File: config.mk
export PLATFORM = sky130hd
export DESIGN_NAME = serial_bit_feeder_flat
export DESIGN_NICKNAME = d
export VERILOG_FILES = /design/src/rtl/seq_stream_pkg.sv /design/src/rtl/serial_bit_feeder_if.sv /design/src/rtl/ser_hold_reg.sv /design/src/rtl/serial_bit_feeder.sv /design/src/flat_wrapper.sv
export SDC_FILE = /design/constraint.sdc
export NUM_CORES = 1
export LEC_CHECK = 0
export CAP_MARGIN = 20
export CORE_AREA = 2 2 39 41
export CTS_CLUSTER_SIZE = 10
export DETAILED_ROUTE_END_ITERATION = 7
export DIE_AREA = 0 0 41 43
export DONT_BUFFER_PORTS = 1
export GPL_TIMING_DRIVEN = 1
export HOLD_SLACK_MARGIN = 0.06
export PLACE_DENSITY_LB_ADDON = 0.12
export SKIP_CTS_REPAIR_TIMING = 1
export SYNTH_ARGS = -nofsm -noshare
export SYNTH_HDL_FRONTEND = slang
export SYNTH_SLANG_ARGS = --single-unit
export TNS_END_PERCENT = 100
File: constraint.sdc
create_clock -name clk -period 1.5 [get_ports clk]
set_input_delay 0.15 -clock clk [delete_from_list [all_inputs] [get_ports clk]]
set_output_delay 0.15 -clock clk [all_outputs]
set_load 0.005 [all_outputs]
File: src/rtl/seq_stream_pkg.sv
// Shared definitions for the serial sequence-detector stream: feeder FSM encoding,
// default idle line level and the detector's target pattern.
package seq_stream_pkg;

  localparam logic ST_IDLE  = 1'b0;
  localparam logic ST_SHIFT = 1'b1;

  typedef enum logic {
    StIdle  = ST_IDLE,
    StShift = ST_SHIFT
  } feeder_state_e;

  localparam logic DEFAULT_IDLE_BIT = 1'b0;

  // Pattern recognised by the downstream detector, oldest bit in the MSB.
  localparam logic [4:0] DET_PATTERN = 5'b11011;

endpackage

File: src/rtl/serial_bit_feeder_if.sv
// Word-in / bit-out bundle of the serial bit feeder. The feeder is the slave side;
// whoever supplies words and watches the stream uses the master side.
interface serial_bit_feeder_if #(
  parameter int unsigned WIDTH = 8
) ();

  logic [WIDTH-1:0] din;
  logic             din_valid;
  logic             din_ready;
  logic             flush;
  logic             bit_out;
  logic             bit_valid;
  logic             busy;
  logic             frame_done;

  modport master (
    output din, din_valid, flush,
    input  din_ready, bit_out, bit_valid, busy, frame_done
  );

  modport slave (
    input  din, din_valid, flush,
    output din_ready, bit_out, bit_valid, busy, frame_done
  );

endinterface

File: src/rtl/ser_hold_reg.sv
// One-entry word buffer with load/unload/flush and a full flag.
// flush takes priority over load and unload.
module ser_hold_reg #(
  parameter int unsigned WIDTH = 8
) (
  input  logic             clk,
  input  logic             reset_n,
  input  logic             load,
  input  logic             unload,
  input  logic             flush,
  input  logic [WIDTH-1:0] data_in,
  output logic [WIDTH-1:0] data_out,
  output logic             full
);

  logic [WIDTH-1:0] data_q;
  logic             full_q;

  always_ff @(posedge clk or negedge reset_n) begin
    if (!reset_n) begin
      data_q <= '0;
      full_q <= 1'b0;
    end else if (flush) begin
      full_q <= 1'b0;
    end else if (load) begin
      data_q <= data_in;
      full_q <= 1'b1;
    end else if (unload) begin
      full_q <= 1'b0;
    end
  end

  assign data_out = data_q;
  assign full     = full_q;

endmodule

File: src/rtl/serial_bit_feeder.sv
// Parallel-to-serial feeder: accepts words on a valid/ready handshake and emits one
// bit per clock. Define SER_PREFETCH_EN for a one-word hold buffer (gapless words).
module serial_bit_feeder
  import seq_stream_pkg::*;
#(
  parameter int unsigned WIDTH     = 8,
  parameter bit          MSB_FIRST = 1'b1,
  parameter logic        IDLE_BIT  = DEFAULT_IDLE_BIT
) (
  input logic                clk,
  input logic                reset_n,
  serial_bit_feeder_if.slave bus
);

  localparam int unsigned CNT_W = $clog2(WIDTH);
  localparam logic [CNT_W-1:0] LAST_CNT = CNT_W'(WIDTH - 1);

  feeder_state_e    state_q, state_d;
  logic [CNT_W-1:0] bit_cnt_q, bit_cnt_d;
  logic [WIDTH-1:0] shreg_q, shreg_d;
  logic             bit_out_q, bit_out_d;
  logic             bit_valid_q, bit_valid_d;
  logic             frame_done_q, frame_done_d;

  logic din_ready;
  logic transfer;
  logic last_bit;

  assign transfer = bus.din_valid & din_ready;
  assign last_bit = (state_q == StShift) && (bit_cnt_q == LAST_CNT);

`ifdef SER_PREFETCH_EN
  logic             hold_full;
  logic [WIDTH-1:0] hold_data;
  logic             hold_load;
  logic             hold_unload;

  // A word arriving on the last bit with the buffer empty goes straight to the shifter.
  assign hold_load   = transfer & (state_q == StShift) & ~last_bit & ~bus.flush;
  assign hold_unload = last_bit & hold_full;

  ser_hold_reg #(
    .WIDTH(WIDTH)
  ) u_hold (
    .clk     (clk),
    .reset_n (reset_n),
    .load    (hold_load),
    .unload  (hold_unload),
    .flush   (bus.flush),
    .data_in (bus.din),
    .data_out(hold_data),
    .full    (hold_full)
  );

  assign din_ready = ~hold_full;
  assign bus.busy  = (state_q == StShift) | hold_full;
`else
  assign din_ready = (state_q == StIdle);
  assign bus.busy  = (state_q == StShift);
`endif

  always_comb begin
    state_d   = state_q;
    bit_cnt_d = bit_cnt_q;
    shreg_d   = shreg_q;
    if (bus.flush) begin
      state_d   = StIdle;
      bit_cnt_d = '0;
    end else begin
      unique case (state_q)
        StIdle: begin
          if (transfer) begin
            state_d   = StShift;
            bit_cnt_d = '0;
            shreg_d   = bus.din;
          end
        end
        StShift: begin
          if (last_bit) begin
            bit_cnt_d = '0;
`ifdef SER_PREFETCH_EN
            if (hold_full) begin
              shreg_d = hold_data;
            end else if (transfer) begin
              shreg_d = bus.din;
            end else begin
              state_d = StIdle;
            end
`else
            state_d = StIdle;
`endif
          end else begin
            bit_cnt_d = bit_cnt_q + CNT_W'(1);
            shreg_d   = MSB_FIRST ? {shreg_q[WIDTH-2:0], 1'b0} : {1'b0, shreg_q[WIDTH-1:1]};
          end
        end
      endcase
    end

    // Outputs are registered copies of what the next state presents.
    bit_valid_d  = (state_d == StShift);
    bit_out_d    = bit_valid_d ? (MSB_FIRST ? shreg_d[WIDTH-1] : shreg_d[0]) : IDLE_BIT;
    frame_done_d = bit_valid_d && (bit_cnt_d == LAST_CNT);
  end

  always_ff @(posedge clk or negedge reset_n) begin
    if (!reset_n) begin
      state_q      <= StIdle;
      bit_cnt_q    <= '0;
      shreg_q      <= '0;
      bit_out_q    <= IDLE_BIT;
      bit_valid_q  <= 1'b0;
      frame_done_q <= 1'b0;
    end else begin
      state_q      <= state_d;
      bit_cnt_q    <= bit_cnt_d;
      shreg_q      <= shreg_d;
      bit_out_q    <= bit_out_d;
      bit_valid_q  <= bit_valid_d;
      frame_done_q <= frame_done_d;
    end
  end

  assign bus.din_ready  = din_ready;
  assign bus.bit_out    = bit_out_q;
  assign bus.bit_valid  = bit_valid_q;
  assign bus.frame_done = frame_done_q;

endmodule

File: src/flat_wrapper.sv
// flat-port wrapper written by rule: the top's interface ports become plain ports
module serial_bit_feeder_flat import seq_stream_pkg::*;
#(
  parameter int unsigned WIDTH     = 8,
  parameter bit          MSB_FIRST = 1'b1,
  parameter logic        IDLE_BIT  = DEFAULT_IDLE_BIT
)
  (clk, reset_n, bus_din, bus_din_valid, bus_flush, bus_din_ready, bus_bit_out, bus_bit_valid, bus_busy, bus_frame_done);
  serial_bit_feeder_if #(.WIDTH(WIDTH)) bus_i ();
  input logic clk;
  input logic reset_n;
  input wire logic [$bits(bus_i.din)-1:0] bus_din;
  input wire logic [$bits(bus_i.din_valid)-1:0] bus_din_valid;
  input wire logic [$bits(bus_i.flush)-1:0] bus_flush;
  output wire logic [$bits(bus_i.din_ready)-1:0] bus_din_ready;
  output wire logic [$bits(bus_i.bit_out)-1:0] bus_bit_out;
  output wire logic [$bits(bus_i.bit_valid)-1:0] bus_bit_valid;
  output wire logic [$bits(bus_i.busy)-1:0] bus_busy;
  output wire logic [$bits(bus_i.frame_done)-1:0] bus_frame_done;
  assign bus_i.din = bus_din;
  assign bus_i.din_valid = bus_din_valid;
  assign bus_i.flush = bus_flush;
  assign bus_din_ready = bus_i.din_ready;
  assign bus_bit_out = bus_i.bit_out;
  assign bus_bit_valid = bus_i.bit_valid;
  assign bus_busy = bus_i.busy;
  assign bus_frame_done = bus_i.frame_done;
  serial_bit_feeder #(.WIDTH(WIDTH), .MSB_FIRST(MSB_FIRST), .IDLE_BIT(IDLE_BIT)) u_core (.clk(clk), .reset_n(reset_n), .bus(bus_i));
endmodule
==> metrics, run 1 <==
status completed; clk buf depth 2; CP required 1.71 ns; worst-path fanout max 4; CP Capture Type flop; CTS tree done; Clock Latency Late Sink 0.27 ns; WHS Endpoint u_core.shreg_q[4]; ranking of synthesized cells by area dfrtp_1, o2bb2ai_1, a22oi_1, ha_1, o21ai_4; DRT iter0 DRCs 5; Pins Over Slew Limit 0; Switching Share 0.2645; Main synth FF type dfrtp_1; Die X 41 um; worst path buffer plus inverter count 0; Synth Area per Inst 11.69 um^2; count leader, synth dfrtp_1; leakage power 0.3170 nW; Critical Path Slowest Stage Cell dfrtp_1; reg2reg setup slack 0.09 ns; CTS root buf clkbuf_4; vias in the first global route 475; GR Overflow Total 0; via count 465; Max-Cap Viols 0; cells along the critical path ha_2 -> ha_4 -> nand2b_1 -> or2_2 -> a21oi_2; core area 1384 um^2; Total Wirelength 1318 um; ANT nets after route 0; die area roughly 1800 um^2; Seq cells post-synth 13; DR pass1 iterations 4; Worst slew margin 0.6068; largest net degree at the start of global routing 14; Ys Warns 0; Mapped Cells between 50 and 60; ys async rst share 1.000; multi-input combinational cell area 270.3 um^2; RSZ-0062 raised after global routing no; hold_sp bus_din[4]; Comb pwr share 0.164; ratio of cells with drive above 1 in the final layout 0.2097; number of CTS-inserted buffers 3; Fillers 127; EDFF count, synth 0; worst hold path type primary input to flop; initial antenna violation count 0; worst r2r path cells 5; Synth Net Count between 60 and 70; first-pass GRT wire length 2042 um; sequential-to-total area share from yosys stat 0.5253; htree depth 1; Synth top cells by count dfrtp_1, a22oi_1, o2bb2ai_1, inv_1; R2R Path End u_core.bit_cnt_q[2]; Tot GR Track Use 0.1773; setup ws final 0.09330 ns; placer congestion estimate between 0.6 and 0.7; area leader, netlist dfrtp_1; final setup fails 0; final total power a little under 800 uW; kind of critical path flop to flop; Initial Util 0.4476; Clk pwr share 0.282; nets@finish 77; routed len/inst 16.90 um; PwrDens 1039 nW/um^2; num rows 14; CTS sink count 13; pre-CTS setup slack -0.04132 ns; area grow syn2layout 19.60%; Reg power frac 0.554; setup TNS 0 ns; Clock transition at path regs 0.08 ns; port bufs 0; Via density 5.962; Post-DP HPWL 914.6 um; Final Hold Fails 0; CP Launch Type flop; die height 43 um; DRC viols 0; fmax 0.7109 GHz; VDD IR-drop max 0.5535 mV; critical path data arrival time about 1.6 ns; P_sw 203.6 uW; clk_skew 0.002639 ns; reg2reg start u_core.bit_cnt_q[0]; hold path cells 2; Netlist cell types 24; IO Pins 17; slew of the pin with the lowest slew margin 0.5878 ns; ant diodes 0; Finished Core Util 0.5353; largest stage delay on the critical path 0.39 ns; Final Critical Period 1.407 ns; cell family with most CP delay simple AND/OR/NAND/NOR gates; Tcrit/Tclk final 0.9378; Synth Cell Area 619.3 um^2; Seq. cell area between 300 and 400 um^2; Cell Int Power 566.0 uW; Yosys top cell area share 0.5253
final cells by class:
type | count | area share
well taps | 16 | 0.02703
multi-input cells | 32 | 0.3649
repair buffers | 9 | 0.1132
inverters | 4 | 0.02027
flip-flops and latches | 13 | 0.4392
clock buffers | 4 | 0.03547
routing by layer:
layer	up-vias	part of all wire	global-route usage
met4	0	0.019	0.1000
met3	4	0.062	0.03141
met1	226	0.42	0.2474
met2	22	0.50	0.2500
met5	-	0	0
li1	213	-	-
worst max-delay path by stage:
stage                         from                  end  slack (ns)  cells after the start
2_1_floorplan  u_core.bit_cnt_q[0]    u_core.shreg_q[0]        0.06                      6
3_3_place_gp   u_core.bit_cnt_q[0]    u_core.shreg_q[4]        0.07                      6
3_5_place_dp   u_core.bit_cnt_q[0]    u_core.shreg_q[2]       -0.04                      6
4_1_cts        u_core.bit_cnt_q[0]    u_core.shreg_q[2]       -0.06                      6
5_1_grt        u_core.bit_cnt_q[0]    u_core.shreg_q[2]        0.03                      6
6_report       u_core.bit_cnt_q[0]  u_core.bit_cnt_q[2]        0.09                      5
state kept, by name (all words and copies together), names as in the netlist:
signal and cells:
u_core.bit_cnt_q 3, u_core.bus.frame_done 1, u_core.bus.bit_out 1, u_core.shreg_q 7, u_core.bus.busy 1
cell usage in the layout (no fill, tap or decap):
cell type / count
a21oi_1: 1
nor3b_1: 1
a32o_1: 1
nand3_1: 1
a32oi_1: 1
ha_2: 1
dfrtp_1: 13
nor2b_1: 1
o2bb2ai_1: 6
a22oi_1: 6
or2_2: 1
a31oi_1: 1
nand2_1: 1
clkbuf_4: 3
nor4_1: 1
nand3b_1: 2
nor2_1: 2
dlygate4sd3_1: 5
inv_1: 4
ha_4: 1
nand2b_1: 1
buf_4: 3
o21ai_4: 1
nor2b_4: 1
buf_6: 1
clkbuf_1: 1
a21oi_2: 1
stage by stage:
step	hold slack, ns	instances	cell area (um^2)
after floorplan	-0.1456	53	619.3
after global placement	-0.1453	68	634.4
after detailed placement	-0.1453	68	634.4
after CTS	-0.4449	72	660.6
after global routing	0.09466	78	740.7
final	0.07712	78	740.7
worst register-to-register path: cells and delay by family (launching register included):
| kind | cells | cell delay [ns] |
|---|---|---|
| AOI/OAI and AO/OA | 1 | 0.12 |
| DFF | 1 | 0.39 |
| and+or+nand+nor | 2 | 0.44 |
| adders and majority gates | 2 | 0.39 |
power groups by stage:
| stage | logic [mW] | clock network, mW | registers, mW |
|---|---|---|---|
| floorplan | 0.0923 | 0 | 0.423 |
| global placement | 0.0992 | 0 | 0.431 |
| detailed placement | 0.102 | 0 | 0.432 |
| CTS | 0.102 | 0.221 | 0.426 |
| global route | 0.143 | 0.242 | 0.432 |
| finish | 0.126 | 0.217 | 0.426 |
cell families (layout without fill, tap and decap cells):
logic type                 Yosys count  count (layout)  share of synthesized area
AOI/OAI and AO/OA                   18              18                     0.2404
adders and majority gates            2               2                    0.04040
buffers and inverters                8              17                    0.06867
DFF                                 13              13                     0.5252
and+or+nand+nor                     12              12                     0.1253
No activity file was read; power rests on OpenSTA's default activity.
==> run 2: changes to the inputs <==
--- a/config.mk
+++ b/config.mk
@@ -6,10 +6,9 @@
 export NUM_CORES = 1
 export LEC_CHECK = 0
 export CAP_MARGIN = 20
-export CORE_AREA = 2 2 39 41
+export CORE_UTILIZATION = 40
 export CTS_CLUSTER_SIZE = 10
 export DETAILED_ROUTE_END_ITERATION = 7
-export DIE_AREA = 0 0 41 43
 export DONT_BUFFER_PORTS = 1
 export GPL_TIMING_DRIVEN = 1
 export HOLD_SLACK_MARGIN = 0.06
@@ -17,5 +16,6 @@
 export SKIP_CTS_REPAIR_TIMING = 1
 export SYNTH_ARGS = -nofsm -noshare
 export SYNTH_HDL_FRONTEND = slang
+export SYNTH_HIERARCHICAL = 1
 export SYNTH_SLANG_ARGS = --single-unit
 export TNS_END_PERCENT = 100
==> run 2 against run 1 <==
The flow now finishes with violations (hold timing). Largest power group unchanged. Hold slack lost 0.15 ns. Synthesized cell count shrank 5.7%. Sequential share of layout area grew 3.4 points. Largest cell class unchanged. Combinational power shrank 3%. Die area shrank 3.2%. Critical endpoint is now u_core/shreg_q[1]. Global-route usage grew 0.47 points. Power shrank 0.28%. Synthesized area shrank 0.20%. Register-to-register slack lost 0.04 ns. Wire length shrank 3.0%. Via count shrank 8.2%. Critical path type unchanged. Sequential power is essentially flat.
==> metrics, run 2 <==
status finished with violations (was completed); failing checks hold timing; kind of critical path flop to flop (unchanged); Main synth FF type dfrtp_1 (unchanged); worst r2r path cells 6 (was 5); Initial Util 0.4524 (was 0.4476); Yosys top cell area share 0.5263 (was 0.5253); vias in the first global route 455 (was 475); ratio of cells with drive above 1 in the final layout 0.2321 (was 0.2097); Synth Area per Inst 12.36 um^2 (was 11.69 um^2); Fillers 125 (was 127); final setup fails 0 (unchanged); ant diodes 0 (unchanged); Post-DP HPWL 882 um (was 914.6 um); pre-CTS setup slack -0.01715 ns (was -0.04132 ns); clk buf depth 2 (unchanged); ANT nets after route 0 (unchanged); first-pass GRT wire length 1904 um (was 2042 um); crit path from u_core/bit_cnt_q[0] (was u_core.bit_cnt_q[0]); CTS root buf clkbuf_4 (unchanged); reg2reg start u_core/bit_cnt_q[0] (was u_core.bit_cnt_q[0]); routed len/inst 18.00 um (was 16.90 um); CP Capture Type flop (unchanged); IO Pins 17 (unchanged); Pins Over Slew Limit 0 (unchanged); EDFF count, synth 0 (unchanged); slew of the pin with the lowest slew margin 0.6045 ns (was 0.5878 ns); port bufs 0 (unchanged); Mapped Cells 50 (was 53); Via density 6.014 (was 5.962); area leader, netlist dfrtp_1 (unchanged); R2R Path End u_core/shreg_q[1] (was u_core.bit_cnt_q[2]); number of CTS-inserted buffers 3 (unchanged); CTS sink count 13 (unchanged); via count 427 (was 465); VDD IR-drop max 0.5291 mV (was 0.5535 mV); count leader, synth dfrtp_1 (unchanged); Max-Cap Viols 0 (unchanged); Synth Cell Area 618.1 um^2 (was 619.3 um^2); Tcrit/Tclk final 0.9625 (was 0.9378); Final Critical Period 1.444 ns (was 1.407 ns); Seq cells post-synth 13 (unchanged); ys async rst share 1.000 (unchanged); Cell Int Power 561.3 uW (was 566.0 uW); Clk pwr share 0.287 (was 0.282); Switching Share 0.2685 (was 0.2645); area grow syn2layout 11.34% (was 19.60%); reg2reg setup slack 0.06 ns (was 0.09 ns); clk_skew 0.001272 ns (was 0.002639 ns); Total Wirelength 1278 um (was 1318 um); leakage power 0.2980 nW (was 0.3170 nW); worst-path fanout max 6 (was 4); hold slack -0.06950 ns (was 0.07712 ns); fmax 0.6926 GHz (was 0.7109 GHz); Clock Latency Late Sink 0.27 ns (about the same); PwrDens 1115 nW/um^2 (was 1039 nW/um^2); critical path data arrival time 1.64 ns (was 1.61 ns); max reg flops 7 (unchanged); P_sw 206.0 uW (was 203.6 uW); Compound-Gate Fraction of Synth Area 0.2328 (was 0.2404); mux cell area share after synthesis 0.01619 (was 0); Tot GR Track Use 0.1819 (was 0.1773); setup TNS 0 ns (unchanged); Adder-Cell Fraction of Synth Area 0.04049 (was 0.04040); num rows 13 (was 14); Synth top cells by count dfrtp_1, a22oi_1, o2bb2ai_1, nor2_1 (was dfrtp_1, a22oi_1, o2bb2ai_1, inv_1); Netlist cell types 19 (was 24); sequential-to-total area share from yosys stat 0.5263 (was 0.5253); largest net degree at the start of global routing 14 (unchanged); Design Area, Final 688.2 um^2 (was 740.7 um^2); ranking of synthesized cells by area dfrtp_1, a22oi_1, o2bb2ai_1, ha_1, buf_6 (was dfrtp_1, o2bb2ai_1, a22oi_1, ha_1, o21ai_4); Die X 41.31 um (was 41 um); Worst slew margin 0.5957 (was 0.6068); Seq. cell area 325.3 um^2 (unchanged); DRT iter0 DRCs 13 (was 5); final total power 767.4 uW (was 769.5 uW); placer congestion estimate 0.6819 (was 0.6947); Ys Warns 6 (was 0); CP required 1.70 ns (was 1.71 ns); Comb pwr share 0.159 (was 0.164); core area 1366 um^2 (was 1384 um^2); Area after DPL 625.6 um^2 (was 634.4 um^2); CTS tree done (unchanged); Worst Setup EP u_core/shreg_q[1] (was u_core.bit_cnt_q[2]); Clock transition at path regs 0.08 ns (about the same); Top reg by flops u_core/shreg_q (was u_core.shreg_q); commonest non-fill, non-tap cells in the layout dfrtp_1, a22oi_1, o2bb2ai_1, nor2_1 (was dfrtp_1, a22oi_1, o2bb2ai_1, dlygate4sd3_1, inv_1); worst hold path type primary input to flop (unchanged); setup ws final 0.05623 ns (was 0.09330 ns); DRC viols 0 (unchanged); Synth Net Count 64 (was 67); largest family of logic cells by synthesized area compound AO/OA/AOI/OAI gates (unchanged); GR Overflow Total 0 (unchanged); nets@finish 71 (was 77); die area 1707 um^2 (was 1763 um^2); die height 41.31 um (was 43 um); most common cell after layout, fill and taps aside dfrtp_1 (unchanged); CP Launch Type flop (unchanged); DR pass1 iterations 4 (unchanged); Reg power frac 0.554 (about the same); Synth Area in XOR/XNOR 0 (unchanged); Final Hold Fails 11 (was 0); initial antenna violation count 0 (unchanged); multi-input combinational cell area 252.7 um^2 (was 270.3 um^2); Synth Area in Simple Gates 0.1113 (was 0.1253); htree depth 1 (unchanged); Regs by FF count u_core/shreg_q x7, u_core/bit_cnt_q x3 (was u_core.shreg_q x7, u_core.bit_cnt_q x3)
[run 2: cell types whose count changed in the layout (fill, tap and decap cells not counted), moves of 2 or more]
cell,previous run,this run
inv_1,4,2
dlygate4sd3_1,5,2
nor2_1,2,4
a22oi_1,6,8
[run 2: power groups by stage]
| stage | registers, mW | clock network (mW) | logic [mW] |
|---|---|---|---|
| final | 0.425 | 0.220 | 0.122 |
| after global routing | 0.432 | 0.245 | 0.134 |
| after CTS | 0.425 | 0.223 | 0.106 |
| after detailed placement | 0.432 | 0 | 0.105 |
| after global placement | 0.429 | 0 | 0.0978 |
| after floorplan | 0.423 | 0 | 0.0950 |
[run 2: per-stage QoR]
step | cells | utilization
2_1_floorplan | 50 | -
3_3_place_gp | 64 | 0.4579
3_5_place_dp | 64 | 0.4579
4_1_cts | 68 | 0.4771
5_1_grt | 71 | 0.5037
6_report | 71 | 0.5037
[run 2: how the worst min path moves through the flow]
stage | from | end | slack (ns) | depth (start not counted)
finish | bus_flush | u_core/bus.frame_done | -0.07 | 1
global route | bus_flush | u_core/bus.bit_out | -0.09 | 1
CTS | reset_n | u_core/bus.bit_valid | -0.45 | 0
detailed placement | reset_n | u_core/shreg_q[1] | -0.15 | 0
global placement | reset_n | u_core/shreg_q[0] | -0.15 | 0
floorplan | reset_n | u_core/bit_cnt_q[0] | -0.15 | 0
[run 2: cell families after synthesis]
family                     Yosys count
DFF                                 13
and+or+nand+nor                     10
muxes                                1
buffers and inverters                7
adders and majority gates            2
AOI/OAI and AO/OA                   17
[run 2: cell type report]
cell class                      count  share of cell area
Sequential cell                    13              0.4727
Tap cell                           15             0.02727
Clock buffer                        4             0.03818
Inverter                            3             0.01636
Timing Repair Buffer                6             0.07818
Multi-Input combinational cell     30              0.3673
[run 2: critical path, cell delays in order (launching register included)]
cell       delay (ns)
dfrtp_1          0.39
ha_2             0.19
ha_2             0.19
nor2b_4          0.20
buf_6            0.15
a22oi_1          0.09
o2bb2ai_1        0.15
[run 2: metal layers]
metal	GRT usage	wire [um]	vias to the layer above
met5	0	0	-
met4	0.09677	8	0
met3	0.05319	70	2
met2	0.3242	658	18
met1	0.1911	540	211
li1	-	-	196
==> run 3: changes to the inputs <==
--- a/config.mk
+++ b/config.mk
@@ -6,7 +6,8 @@
 export NUM_CORES = 1
 export LEC_CHECK = 0
 export CAP_MARGIN = 20
-export CORE_UTILIZATION = 40
+export CORE_ASPECT_RATIO = 1.25
+export CORE_UTILIZATION = 28
 export CTS_CLUSTER_SIZE = 10
 export DETAILED_ROUTE_END_ITERATION = 7
 export DONT_BUFFER_PORTS = 1
==> run 3 against run 2 <==
The run ends with DRC left. Combinational power increased by 9.8%. Wire length grew 2.1%. Die area increased by 41%. Sequential power about the same. Design area up 7.8%. Power up 0.33%. Global-route usage fell by 6.2 points. Critical path type unchanged. Non-clock buffer count rose by 4.
==> metrics, run 3 (synthesis results as in run 2) <==
status finished with violations (unchanged); failing checks DRC (was hold timing); Total Wirelength 1305 um (was 1278 um); final total power 769.9 uW (was 767.4 uW); worst-path fanout max 8 (was 6); first-pass GRT wire length 1980 um (was 1904 um); GR Overflow Total 0 (unchanged); Tot GR Track Use 0.1196 (was 0.1819); DR pass1 iterations 6 (was 4); ratio of cells with drive above 1 in the final layout 0.2500 (was 0.2321); PwrDens 1038 nW/um^2 (was 1115 nW/um^2); Post-DP HPWL 907.6 um (was 882 um); number of CTS-inserted buffers 3 (unchanged); CP Launch Type flop (unchanged); nets@finish 75 (was 71); RSZ-0062 raised after global routing no; slew of the pin with the lowest slew margin 0.6223 ns (was 0.6045 ns); largest net degree at the start of global routing 14 (unchanged); Area after DPL 639.4 um^2 (was 625.6 um^2); pre-CTS setup slack -0.01182 ns (was -0.01715 ns); die height 54.53 um (was 41.31 um); critical path data arrival time 1.58 ns (was 1.64 ns); Design Area, Final 742.0 um^2 (was 688.2 um^2); IO Pins 17 (unchanged); Initial Util 0.3049 (was 0.4524); max reg flops 7 (unchanged); placer congestion estimate 0.6515 (was 0.6819); die area 2401 um^2 (was 1707 um^2); Max-Cap Viols 0 (unchanged); ANT nets after route 0 (unchanged); CTS tree done (unchanged); DRC viols 3 (was 0); setup ws final 0.09287 ns (was 0.05623 ns); worst hold path type primary input to flop (unchanged); CP required 1.67 ns (was 1.70 ns); Clock Latency Late Sink 0.27 ns (about the same); Via density 5.600 (was 6.014); kind of critical path flop to flop (unchanged); area grow syn2layout 20.04% (was 11.34%); initial antenna violation count 0 (unchanged); CP Capture Type flop (unchanged); clk buf depth 2 (unchanged); htree depth 1 (unchanged); most common cell after layout, fill and taps aside dfrtp_1 (unchanged); core area 2027 um^2 (was 1366 um^2); setup TNS 0 ns (unchanged); fmax 0.7107 GHz (was 0.6926 GHz); clk_skew 0.009058 ns (was 0.001272 ns); ant diodes 0 (unchanged); leakage power 0.3212 nW (was 0.2980 nW); vias in the first global route 448 (was 455); DRT iter0 DRCs 15 (was 13); Pins Over Slew Limit 0 (unchanged); Die X 44.03 um (was 41.31 um); commonest non-fill, non-tap cells in the layout dfrtp_1, a22oi_1, o2bb2ai_1, dlygate4sd3_1 (was dfrtp_1, a22oi_1, o2bb2ai_1, nor2_1); num rows 18 (was 13); Regs by FF count u_core/shreg_q x7, u_core/bit_cnt_q x3 (unchanged); Final Critical Period 1.407 ns (was 1.444 ns); CTS sink count 13 (unchanged); final setup fails 0 (unchanged); Tcrit/Tclk final 0.9381 (was 0.9625); Clock transition at path regs 0.08 ns (about the same); CTS root buf clkbuf_4 (unchanged); Top reg by flops u_core/shreg_q (unchanged); via count 448 (was 427); routed len/inst 16.31 um (was 18.00 um); Worst slew margin 0.5837 (was 0.5957); port bufs 0 (unchanged); Final Hold Fails 0 (was 11); VDD IR-drop max 0.4349 mV (was 0.5291 mV)
## run 3: cell types whose count changed in the layout (fill, tap and decap cells not counted)
cell,change
buf_4,+1
clkbuf_1,-1
clkinv_2,+1
dlygate4sd3_1,+3
nor4b_2,-1
nor4b_4,+1
## run 3: cell type report
| cell class | count | area [um^2] |
|---|---|---|
| repair buffers | 10 | 91.34 |
| multi-input cells | 30 | 261.5 |
| clock buffers | 3 | 22.52 |
| flip-flops and latches | 13 | 325.3 |
| inverters | 3 | 11.26 |
| clock inverters | 1 | 5.005 |
| fillers | 212 | 1285 |
| well taps | 20 | 25.02 |
## run 3: report_power, final
part | leakage, nW | switching (mW) | internal [mW]
sequential | 0.169 | 0.0297 | 0.395
combinational | 0.135 | 0.0622 | 0.0718
clock | 0.0177 | 0.113 | 0.0987
## run 3: worst max-delay path, cell delays in order, from the launching register on
cell,delay [ns]
dfrtp_1,0.40
ha_2,0.19
ha_2,0.18
nor2b_4,0.19
o21ai_4,0.13
a32o_1,0.22
## run 3: final timing paths
path | from | endpoint | cells after the start | slack, ns
max | u_core/bit_cnt_q[0] | u_core/shreg_q[0] | 5 | 0.09
min | bus_din[1] | u_core/shreg_q[1] | 2 | 0.08
max reg2reg | u_core/bit_cnt_q[0] | u_core/shreg_q[0] | 5 | 0.09
min reg2reg | u_core/shreg_q[5] | u_core/shreg_q[5] | 1 | 0.49
max in group asynchronous | reset_n | u_core/bit_cnt_q[2] | 1 | 0.77
min in group asynchronous | reset_n | u_core/bus.bit_valid | 1 | 0.32
## run 3: per-stage QoR
step	std cells	utilization	hold slack, ns
after global routing	80	0.3660	0.07895
after global placement	70	0.3154	-0.1453
final	80	0.3660	0.08460
after CTS	74	0.3290	-0.4572
after detailed placement	70	0.3154	-0.1453
after floorplan	50	-	-0.1456
## run 3: layer usage
layer	share of wire	vias up	GRT usage
met5	0	-	0
met4	0.011	0	0.09091
met3	0.048	2	0.02640
met2	0.51	15	0.1961
met1	0.43	225	0.1350
li1	-	206	-
